$ cat src/rtl/pipe_pkg.sv
// Shared definitions for the elastic pipeline stage register:
// occupancy width, control-field bit packing and entry operations.
package pipe_pkg;

   localparam int PIPE_OCC_W = 2;

   localparam int CTRL_REGWRITE  = 0;
   localparam int CTRL_MEMTOREG  = 1;
   localparam int CTRL_MEMREAD   = 2;
   localparam int CTRL_MEMWRITE  = 3;
   localparam int CTRL_BRANCH    = 4;
   localparam int CTRL_PREDICT   = 5;
   localparam int CTRL_ALUSRC    = 6;
   localparam int CTRL_ALUOP_LSB = 7;
   localparam int CTRL_ALUOP_MSB = 9;

   typedef enum logic [1:0] {
      ENT_HOLD,
      ENT_LOAD,
      ENT_POP,
      ENT_CLR
   } ent_op_e;

   function automatic logic [PIPE_OCC_W-1:0] occ_sum(
      input logic a,
      input logic b
   );
      return {1'b0, a} + {1'b0, b};
   endfunction

endpackage

$ cat src/rtl/pipe_skid_entry.sv
// One stage entry: valid bit, control and data fields.
// Pop invalidates and zeroes control but keeps data; clear zeroes everything.
module pipe_skid_entry
   import pipe_pkg::*;
#(
   parameter int CTRL_W = 10,
   parameter int DATA_W = 128
) (
   input  logic              clk_i,
   input  logic              rst_n_i,
   input  ent_op_e           op_i,
   input  logic [CTRL_W-1:0] ctrl_i,
   input  logic [DATA_W-1:0] data_i,
   output logic              valid_o,
   output logic [CTRL_W-1:0] ctrl_o,
   output logic [DATA_W-1:0] data_o
);

   logic              r_valid;
   logic [CTRL_W-1:0] r_ctrl;
   logic [DATA_W-1:0] r_data;

   always_ff @(posedge clk_i or negedge rst_n_i) begin
      if (!rst_n_i) begin
         r_valid <= 1'b0;
         r_ctrl  <= '0;
         r_data  <= '0;
      end else begin
         case (op_i)
            ENT_LOAD: begin
               r_valid <= 1'b1;
               r_ctrl  <= ctrl_i;
               r_data  <= data_i;
            end
            ENT_POP: begin
               r_valid <= 1'b0;
               r_ctrl  <= '0;
            end
            ENT_CLR: begin
               r_valid <= 1'b0;
               r_ctrl  <= '0;
               r_data  <= '0;
            end
            default: ;
         endcase
      end
   end

   assign valid_o = r_valid;
   assign ctrl_o  = r_ctrl;
   assign data_o  = r_data;

endmodule

$ cat src/rtl/pipe_stage_reg.sv
// Elastic pipeline register with valid/ready handshake and flush.
// Define PIPE_SKID_EN for a second (skid) entry that registers in_ready_o.
module pipe_stage_reg
   import pipe_pkg::*;
#(
   parameter int CTRL_W = 10,
   parameter int DATA_W = 128
) (
   input  logic                  clk_i,
   input  logic                  rst_n_i,
   input  logic                  flush_i,
   input  logic                  in_valid_i,
   output logic                  in_ready_o,
   input  logic [CTRL_W-1:0]     in_ctrl_i,
   input  logic [DATA_W-1:0]     in_data_i,
   output logic                  out_valid_o,
   input  logic                  out_ready_i,
   output logic [CTRL_W-1:0]     out_ctrl_o,
   output logic [DATA_W-1:0]     out_data_o,
   output logic [PIPE_OCC_W-1:0] occupancy_o
);

   ent_op_e           w_main_op;
   logic [CTRL_W-1:0] w_main_ctrl_in;
   logic [DATA_W-1:0] w_main_data_in;
   logic              w_main_valid;
   logic              w_acc;
   logic              w_del;

   assign w_acc = in_valid_i && in_ready_o;
   assign w_del = w_main_valid && out_ready_i;

`ifdef PIPE_SKID_EN
   ent_op_e           w_skid_op;
   logic              w_skid_valid;
   logic [CTRL_W-1:0] w_skid_ctrl;
   logic [DATA_W-1:0] w_skid_data;

   // Ready comes straight from the skid flop, never from out_ready_i.
   assign in_ready_o  = !w_skid_valid;
   assign occupancy_o = occ_sum(w_main_valid, w_skid_valid);

   always_comb begin
      w_main_op      = ENT_HOLD;
      w_main_ctrl_in = in_ctrl_i;
      w_main_data_in = in_data_i;
      w_skid_op      = ENT_HOLD;
      if (flush_i) begin
         w_main_op = ENT_CLR;
         w_skid_op = ENT_CLR;
      end else begin
         if (w_del && w_skid_valid) begin
            w_main_op      = ENT_LOAD;
            w_main_ctrl_in = w_skid_ctrl;
            w_main_data_in = w_skid_data;
            w_skid_op      = ENT_POP;
         end else if (w_acc && (!w_main_valid || w_del)) begin
            w_main_op = ENT_LOAD;
         end else if (w_del) begin
            w_main_op = ENT_POP;
         end
         if (w_acc && w_main_valid && !w_del) begin
            w_skid_op = ENT_LOAD;
         end
      end
   end

   pipe_skid_entry #(
      .CTRL_W (CTRL_W),
      .DATA_W (DATA_W)
   ) u_skid (
      .clk_i   (clk_i),
      .rst_n_i (rst_n_i),
      .op_i    (w_skid_op),
      .ctrl_i  (in_ctrl_i),
      .data_i  (in_data_i),
      .valid_o (w_skid_valid),
      .ctrl_o  (w_skid_ctrl),
      .data_o  (w_skid_data)
   );
`else
   assign in_ready_o  = !w_main_valid || out_ready_i;
   assign occupancy_o = occ_sum(w_main_valid, 1'b0);

   always_comb begin
      w_main_op      = ENT_HOLD;
      w_main_ctrl_in = in_ctrl_i;
      w_main_data_in = in_data_i;
      if (flush_i) begin
         w_main_op = ENT_CLR;
      end else if (w_acc) begin
         w_main_op = ENT_LOAD;
      end else if (w_del) begin
         w_main_op = ENT_POP;
      end
   end
`endif

   pipe_skid_entry #(
      .CTRL_W (CTRL_W),
      .DATA_W (DATA_W)
   ) u_main (
      .clk_i   (clk_i),
      .rst_n_i (rst_n_i),
      .op_i    (w_main_op),
      .ctrl_i  (w_main_ctrl_in),
      .data_i  (w_main_data_in),
      .valid_o (w_main_valid),
      .ctrl_o  (out_ctrl_o),
      .data_o  (out_data_o)
   );

   assign out_valid_o = w_main_valid;

endmodule

$ cat config.mk
export PLATFORM = sky130hd
export DESIGN_NAME = pipe_stage_reg
export DESIGN_NICKNAME = d
export VERILOG_FILES = /design/src/rtl/pipe_pkg.sv /design/src/rtl/pipe_skid_entry.sv /design/src/rtl/pipe_stage_reg.sv
export SDC_FILE = /design/constraint.sdc
export NUM_CORES = 1
export LEC_CHECK = 0
export ABC_AREA = 1
export CORE_ASPECT_RATIO = 1.2
export CORE_UTILIZATION = 40
export CTS_CLUSTER_DIAMETER = 150
export DETAILED_ROUTE_END_ITERATION = 6
export DONT_BUFFER_PORTS = 1
export PLACE_DENSITY = 0.65
export SETUP_SLACK_MARGIN = 0.05
export SYNTH_ARGS = -nofsm -noshare
export SYNTH_HDL_FRONTEND = slang
export SYNTH_HIERARCHICAL = 1
export SYNTH_SLANG_ARGS = --single-unit
export TNS_END_PERCENT = 1
$ cat constraint.sdc
create_clock -name clk_i -period 2.1 [get_ports clk_i]
set_clock_uncertainty 0.2 [all_clocks]
set_input_delay 0.21 -clock clk_i [delete_from_list [all_inputs] [get_ports clk_i]]
set_output_delay 0.21 -clock clk_i [all_outputs]
set_load 0.005 [all_outputs]
**Word-level counts from Yosys, hierarchy flattened**

Cells that the tools add are included.

- Output and inout bits: 142
- Bits of input ports: 143
- Flip-flop bits (word level): 139

- Mux-type cells: 6
- Reduce and logical (&&, ||, !) cells: 7
- Equal/unequal tests: 3

Operators with widths:

| kind | count |
|---|---|
| $pmux 128 s2 | 1 |
| $pmux 10 s2 | 1 |
| $mux 2 | 3 |
| $eq 2x2->1 const B | 2 |
| $reduce_bool 2->1 | 2 |
| $eq 2x1->1 const B | 1 |
| $logic_and 1x1->1 | 2 |
| $pmux 1 s2 | 1 |
| $reduce_or 2->1 | 1 |
| $logic_not 1->1 | 1 |
| $logic_or 1x1->1 | 1 |

**Longest topological paths before layout**

Gate-level depths: netlist (run 1).

- Depth in word-level cells: 8
- Gate-level depth with buffers: 10
- Mapped depth without buffers: 7

**By module**

The synthesis (run 1) kept the hierarchy.

By module, submodules not included:

| module | times used | cells each | area an instance (µm²) | sequential area each (µm²) |
|---|---|---|---|---|
| pipe_skid_entry | 1 | 603 | 5456.5 | 3478.3 |
| pipe_stage_reg | 1 | 10 | 48.8 | 0.0 |

**Least setup slack after synthesis (run 1)**

No wires, ideal clock.

- Path type: reg-to-reg
- Start point: register u_main.r_valid (netlist: u_main/valid_o)
- End point: register u_main.r_data[107] (netlist: u_main/data_o[107])
- Library setup time: 0.117 ns
- Cell stages (with the launch flop): 8
- Required time: 1.783 ns
- Path slack: 0.533 ns
- Arrival: 1.250 ns
- Path buffers: 2
- Period minus slack after synthesis: 1.567 ns
- Cells stage by stage: dfrtp_1 > nand2_1 > o21ai_1 > inv_2 > buf_2 > buf_2 > nand3_1 > nand2_1

- Longest elaborated chain between the ends: 7
- Elaborated cells on any way between the ends: 11
- Classes of those cells: eq/ne: 2; mux: 4; reduce/logical: 5

Ends and longest elaborated chain:

| what | RTL line | text |
|---|---|---|
| from (decl) | pipe_skid_entry.sv:19 | `logic r_valid;` |
| from (signal assigned) | pipe_skid_entry.sv:25 | `r_valid <= 1'b0;` |
| from (signal assigned) | pipe_skid_entry.sv:31 | `r_valid <= 1'b1;` |
| from (signal assigned) | pipe_skid_entry.sv:36 | `r_valid <= 1'b0;` |
| $logic_not 1->1 | pipe_stage_reg.sv:82 | `assign in_ready_o = !w_main_valid \|\| out_ready_i;` |
| $logic_or 1x1->1 | pipe_stage_reg.sv:82 |  |
| $logic_and 1x1->1 | pipe_stage_reg.sv:30 | `assign w_acc = in_valid_i && in_ready_o;` |
| $mux 2 (*) | pipe_stage_reg.sv:91 | `end else if (w_acc) begin` |
| $mux 2 (*) | pipe_stage_reg.sv:89 | `if (flush_i) begin` |
| net w_main_op[1] | pipe_stage_reg.sv:23 | `ent_op_e w_main_op;` |
| $eq 2x2->1 / $eq 2x1->1 (equally long branches) | pipe_skid_entry.sv:29 | `case (op_i)` |
| $pmux 128 s2 / $reduce_bool 2->1 (equally long branches) | n/a |  |
| to (signal assigned) | pipe_skid_entry.sv:33 | `r_data <= data_i;` |
| to (decl) | pipe_skid_entry.sv:21 | `logic [DATA_W-1:0] r_data;` |

The timed path passes the listed nets; every way through them passes the cells marked *.
A chain may end at the register's enable or synchronous reset.

**Final worst setup path (run 1)**

- Start point: register u_main.r_valid (netlist: u_main/valid_o)
- End point: register u_main.r_data[51] (netlist: u_main/data_o[51])

Same word-level chain as after synthesis.

==> impl_metrics.py, run 1 <==
metrics = {
    "place": {
        "pre_cts_ws_ns": 0.402,
        "dpl.hpwl_mm": 9.01,
        "place.gp.congestion": 0.733,
        "place_area_um2": 5640,
        "port-buffer-count": 0,
    },
    "status": {
        "violations": "design-rule violations, negative hold slack",
        "outcome": "finished with violations",
    },
    "sta": {
        "fmax_mhz": 568,
        "setup_viol": 0,
        "postLayoutSetupSlackWorst_ns": 0.340,
        "finalCriticalPeriod_ns": 1.76,
        "rsz0062_at_grt": "no",
        "hold_viol": 139,
        "fin_crit_sh_pct": 83.8,
        "final.setup.tns_ns": 0,
        "slew_violations": 0,
        "hold_ws_ns": -0.708,
    },
    "floorplan": {
        "die_area_um2": 14200,
        "chipWidth_um": 109,
        "rows": 46,
        "die_h_um": 131,
        "initial_core_util_pct": 41.4,
        "io-pin-count": 285,
        "coreArea_um2": 13300,
    },
    "synth": {
        "ys_seq_area_share_pct": 63.2,
        "synthesis.instances": 613,
        "yosys_warnings": 6,
        "ys_types": 14,
        "ys_seq_elements": 139,
        "syn_area_per_cell_um2": 8.98,
        "syn-num-nets": 756,
        "synthesis.area_um2": 5510,
    },
    "cts": {
        "cts-buffers-inserted": 17,
        "clock_latency_ns": 0.40,
        "post_cts_buffers": 0,
        "cts_max_level": 4,
        "path_clk_slew_ns": 0.06,
        "root_buffer": "clkbuf_16",
        "max-clock-path-buffers": 2,
        "cts_hold_buf": 138,
        "ctsResizeCount": 0,
        "cts_tree": "done",
        "clock-sinks": 139,
    },
    "final_layout": {
        "fin_util_pct": 57.1,
        "layout.nets": 876,
        "layout-drive-gt1-share_pct": 6.30,
        "num_antenna_cells": 0,
        "final_area_um2": 7590,
        "syn_to_final_growth_pct": 37.9,
        "n_fill_cell": 1064,
    },
    "worst_setup_path": {
        "crit_type": "register to register",
        "required_ns": 2.19,
        "worstPathArrival_ns": 1.85,
        "startpoint_type": "register",
        "r2r_cells": 6,
        "end_kind": "register",
        "crit_fanout": 65,
    },
    "detailed_routing": {
        "drtIter0Drc": 435,
        "finalWirelength_mm": 15.7,
        "vias_per_cell": 5.21,
        "vias": 4764,
        "drcViolationCount": 3,
        "ant_nets": 0,
        "wl_per_cell_um": 17.2,
        "drt-pass1-iter-count": 7,
    },
    "hold_path": {
        "hold_class": "input port to async pin",
    },
    "pwr": {
        "vdd_drop_max_v": 0.000496,
        "pwr_density_cell_nw_per_um2": 872,
        "p_leak_uw": 0.00393,
    },
    "flow_run": {
        "maxCapViolCount": 0,
    },
    "global_route": {
        "grt_usage_pct": 21.4,
        "grt_max_degree": 140,
        "grt_first_pass_wirelength_mm": 23.3,
        "grt_pass1_vias": 4824,
        "antenna_found_initial": 0,
        "grt_overflow": 0,
    },
}
[routing by layer]
metal  track usage, %  routed length (um)  part of all wire, %
met1             22.3                5620                   36
met2             37.8                8080                   51
met5                0                   0                    0
met3             8.18                1600                   10
met4             10.0                 407                  2.6
[metrics by stage]
stage,cells,total power (uW)
4_1_cts,914,6690
3_5_place_dp,744,3560
6_report,914,6620
2_1_floorplan,613,3420
5_1_grt,914,6920
3_3_place_gp,744,3540
[critical path: stages (launching register included)]
cell,delay [ns]
dfrtp_1,0.47
nand2_1,0.09
o21ai_1,0.28
inv_4,0.15
buf_12,0.21
nand3_1,0.13
nand2_1,0.06
[cell type report]
class	count	area (um^2)	area share, %
Tap cell	168	210	2.77
Inverter	4	20.0	0.264
Timing Repair Buffer	148	1530	20.2
Clock inverter	14	134	1.76
Multi-Input combinational cell	423	1780	23.4
Clock buffer	18	439	5.78
Sequential cell	139	3480	45.8
[state kept, by name, indices dropped and copies added, names as in the netlist]
signal,count
u_main/data_o,128
u_main/ctrl_o,10
u_main/valid_o,1
[Yosys cell counts]
master    instances  area (um^2)
o21ai_1           1         5.00
conb_1            1         3.75
nor2_4            1         11.3
dfrtp_1         139         3480
inv_2             1         3.75
nand3_1         138          691
buf_2            39          195
nand2_1         279         1050
nor2_1            2         7.51
inv_1             3         11.3
nand2_2           1         6.26
buf_1             2         7.51
buf_4             4         30.0
clkbuf_1          2         7.51
[cells by family (layout without fill, tap and decap cells)]
family | Yosys count | count (layout) | share of synthesized area [%]
AO/OA/AOI/OAI | 1 | 1 | 0.0908
buffers and inverters | 51 | 184 | 4.64
flip-flops | 139 | 139 | 63.2
other | 1 | 1 | 0.0681
AND/OR/NAND/NOR | 421 | 421 | 32.0
[final timing paths]
kind / slack, ns / from / end
worst max register to register: 0.34 / u_main/valid_o$_DFFE_PN0P_ / u_main/data_o[51]$_DFFE_PN0P_
max in group asynchronous: 2.18 / rst_n_i / u_main/data_o[54]$_DFFE_PN0P_
worst max-delay path: 0.34 / u_main/valid_o$_DFFE_PN0P_ / u_main/data_o[51]$_DFFE_PN0P_
min in group clk_i: 0.03 / flush_i / u_main/data_o[94]$_DFFE_PN0P_
worst min-delay path: -0.71 / rst_n_i / u_main/data_o[124]$_DFFE_PN0P_
worst min register to register: 0.31 / u_main/ctrl_o[0]$_DFFE_PN0P_ / u_main/ctrl_o[0]$_DFFE_PN0P_
[placed cells by master, fill, tap and decap left out]
cell type	instances
inv_4	2
clkinvlp_4	1
inv_6	6
clkinv_4	2
o21ai_1	1
clkinv_2	3
buf_12	6
nor2_4	1
dlygate4sd3_1	138
nand3_1	138
nand2_4	1
clkbuf_8	1
nor2_1	2
dfrtp_1	139
inv_8	1
conb_1	1
inv_1	2
nand2_2	1
nand2_1	278
buf_4	4
bufinv_16	1
clkbuf_16	17
[where the power goes]
| group | switching [uW] | internal [uW] |
|---|---|---|
| Clock | 1180 | 1690 |
| Combinational | 339 | 317 |
| Sequential | 202 | 2900 |
| Total | 1720 | 4900 |
(Power assumes the default switching activity.)
==> inputs of run 2 (changes only) <==
--- a/config.mk
+++ b/config.mk
@@ -11,7 +11,7 @@
 export CTS_CLUSTER_DIAMETER = 150
 export DETAILED_ROUTE_END_ITERATION = 6
 export DONT_BUFFER_PORTS = 1
-export PLACE_DENSITY = 0.65
+export PLACE_DENSITY = 0.67
 export SETUP_SLACK_MARGIN = 0.05
 export SYNTH_ARGS = -nofsm -noshare
 export SYNTH_HDL_FRONTEND = slang
==> constraint.sdc (replaced) <==
create_clock -name clk_i -period 1.4 [get_ports clk_i]
set_clock_uncertainty 0.2 [all_clocks]
set_input_delay 0.14 -clock clk_i [delete_from_list [all_inputs] [get_ports clk_i]]
set_output_delay 0.14 -clock clk_i [all_outputs]
set_load 0.005 [all_outputs]
==> run 2 against run 1 <==
Net effect: the flow finishes with violations (negative hold slack, negative setup slack); register-to-register slack worse by 0.46 ns; worst setup slack worse by 0.46 ns; sequential share of layout area decreased by 4.2 points; count of clock-buffer cells in the layout unchanged; critical path type unchanged; highest routed layer unchanged.
==> impl_metrics.py, run 2 (synthesis results as in run 1) <==
metrics = {
    "place": {
        "dpl.hpwl_mm": 9.07,
        "place.gp.congestion": 0.818,
        "place_area_um2": 5690,
        "port-buffer-count": 0,
    },
    "floorplan": {
        "chipWidth_um": 109,
        "io-pin-count": 285,
        "rows": 46,
        "die_area_um2": 14200,
        "coreArea_um2": 13300,
        "die_h_um": 131,
        "initial_core_util_pct": 41.4,
    },
    "sta": {
        "finalCriticalPeriod_ns": 1.52,
        "fin_crit_sh_pct": 108,
        "fmax_mhz": 659,
        "final.setup.tns_ns": -7.09,
        "hold_viol": 141,
        "hold_ws_ns": -0.774,
        "postLayoutSetupSlackWorst_ns": -0.117,
        "slew_violations": 0,
        "rsz0062_at_grt": "yes",
        "setup_viol": 139,
    },
    "worst_setup_path": {
        "crit_fanout": 8,
        "required_ns": 1.53,
        "end_kind": "register",
        "worstPathArrival_ns": 1.65,
        "startpoint_type": "register",
        "crit_type": "register to register",
    },
    "hold_path": {
        "hold_class": "input port to async pin",
    },
    "cts": {
        "root_buffer": "clkbuf_16",
        "clock-sinks": 139,
        "cts_hold_buf": 139,
        "max-clock-path-buffers": 2,
        "path_clk_slew_ns": 0.06,
        "clock_latency_ns": 0.40,
        "cts-buffers-inserted": 17,
        "cts_tree": "done",
        "cts_max_level": 4,
    },
    "pwr": {
        "pwr_density_cell_nw_per_um2": 1300,
        "p_leak_uw": 0.00422,
        "vdd_drop_max_v": 0.000647,
    },
    "final_layout": {
        "final_area_um2": 8350,
        "layout_commonest_cell": "nand2_1",
        "num_antenna_cells": 0,
        "layout.nets": 903,
        "syn_to_final_growth_pct": 51.7,
        "final_cell_mix": "271 x nand2_1, 139 x dlygate4sd3_1, 139 x dfrtp_1, 96 x nand3_1, 42 x nand3_2",
        "n_fill_cell": 967,
        "layout-drive-gt1-share_pct": 15.7,
        "largest_register_ffs": 128,
    },
    "flow_run": {
        "maxCapViolCount": 0,
    },
    "detailed_routing": {
        "drtIter0Drc": 429,
        "drt-pass1-iter-count": 6,
        "finalWirelength_mm": 19.0,
        "vias": 5066,
        "wl_per_cell_um": 20.2,
        "vias_per_cell": 5.39,
        "ant_nets": 0,
        "drcViolationCount": 0,
    },
    "global_route": {
        "grt_max_degree": 140,
        "antenna_found_initial": 0,
        "grt_usage_pct": 22.2,
        "grt_overflow": 0,
        "grt_first_pass_wirelength_mm": 23.7,
        "grt_pass1_vias": 4786,
    },
    "status": {
        "violations": "negative hold slack, negative setup slack",
        "outcome": "finished with violations",
    },
}
==> run 2: cell types whose count changed in the layout (fill, tap and decap cells not counted), moves of 2 or more <==
cell,change
clkinv_2,-3
buf_16,+5
clkinvlp_4,+2
nand2_2,+6
nand2_1,-7
buf_4,+10
buf_6,+2
bufinv_16,+4
inv_6,-3
nand3_2,+42
clkbuf_16,+5
nand3_1,-42
buf_8,+2
==> run 2: metrics by stage <==
step | util [%] | setup slack, ns | hold WS [ns] | instances | power [uW]
2_1_floorplan | - | -0.0814 | -0.356 | 613 | 5170
3_3_place_gp | 42.8 | -0.0211 | -0.353 | 751 | 5330
3_5_place_dp | 42.8 | -0.0828 | -0.353 | 751 | 5370
4_1_cts | 58.8 | -0.0995 | -0.793 | 926 | 10700
5_1_grt | 62.8 | -0.140 | -0.808 | 940 | 11300
6_report | 62.8 | -0.117 | -0.774 | 940 | 10900
==> run 2: layer usage <==
metal,wire [um],GRT usage [%]
met5,0,0
met4,599,11.1
met1,6600,24.4
met3,1640,6.85
met2,10200,38.5
==> run 2: final timing paths <==
path,slack [ns],to,from,cells past startpoint
worst max-delay path,-0.12,u_main/data_o[42]$_DFFE_PN0P_,u_main/valid_o$_DFFE_PN0P_,7
worst min-delay path,-0.77,u_main/data_o[87]$_DFFE_PN0P_,rst_n_i,0
worst max register to register,-0.12,u_main/data_o[42]$_DFFE_PN0P_,u_main/valid_o$_DFFE_PN0P_,7
worst min register to register,0.31,u_main/data_o[83]$_DFFE_PN0P_,u_main/data_o[83]$_DFFE_PN0P_,2
max in group asynchronous,1.57,u_main/data_o[26]$_DFFE_PN0P_,rst_n_i,0
min in group clk_i,-0.08,u_main/valid_o$_DFFE_PN0P_,in_valid_i,3
==> run 2: layout make-up <==
| cell class | count | area (um^2) | area share [%] |
|---|---|---|---|
| clock buffers | 18 | 429 | 5.14 |
| clock inverters | 13 | 216 | 2.59 |
| inverters | 4 | 30.0 | 0.360 |
| multi-input cells | 424 | 2040 | 24.4 |
| flip-flops and latches | 139 | 3480 | 41.6 |
| well taps | 168 | 210 | 2.52 |
| repair buffers | 174 | 1950 | 23.4 |
==> run 2: where the power goes <==
group	internal, uW	total (uW)	switching [uW]
sequential	4350	4650	305
clock	3180	4920	1740
combinational	642	1300	658
==> run 2: worst max-delay path, stage by stage, from the launching register on <==
cell	delay [ns]
dfrtp_1	0.40
nand2_2	0.10
nand2_4	0.07
nand2_8	0.14
buf_12	0.16
buf_8	0.14
nand3_2	0.11
nand2_1	0.11
==> run 2: timing repair <==
action | CTS | global route
endpoints found under the setup margin | 139 | 141
gates cloned | 2 | 10
hold endpoints to repair | 278 | 141
gates resized for setup | 4 | 62
pin swaps | 1 | 10
buffers inserted | 3 | 4
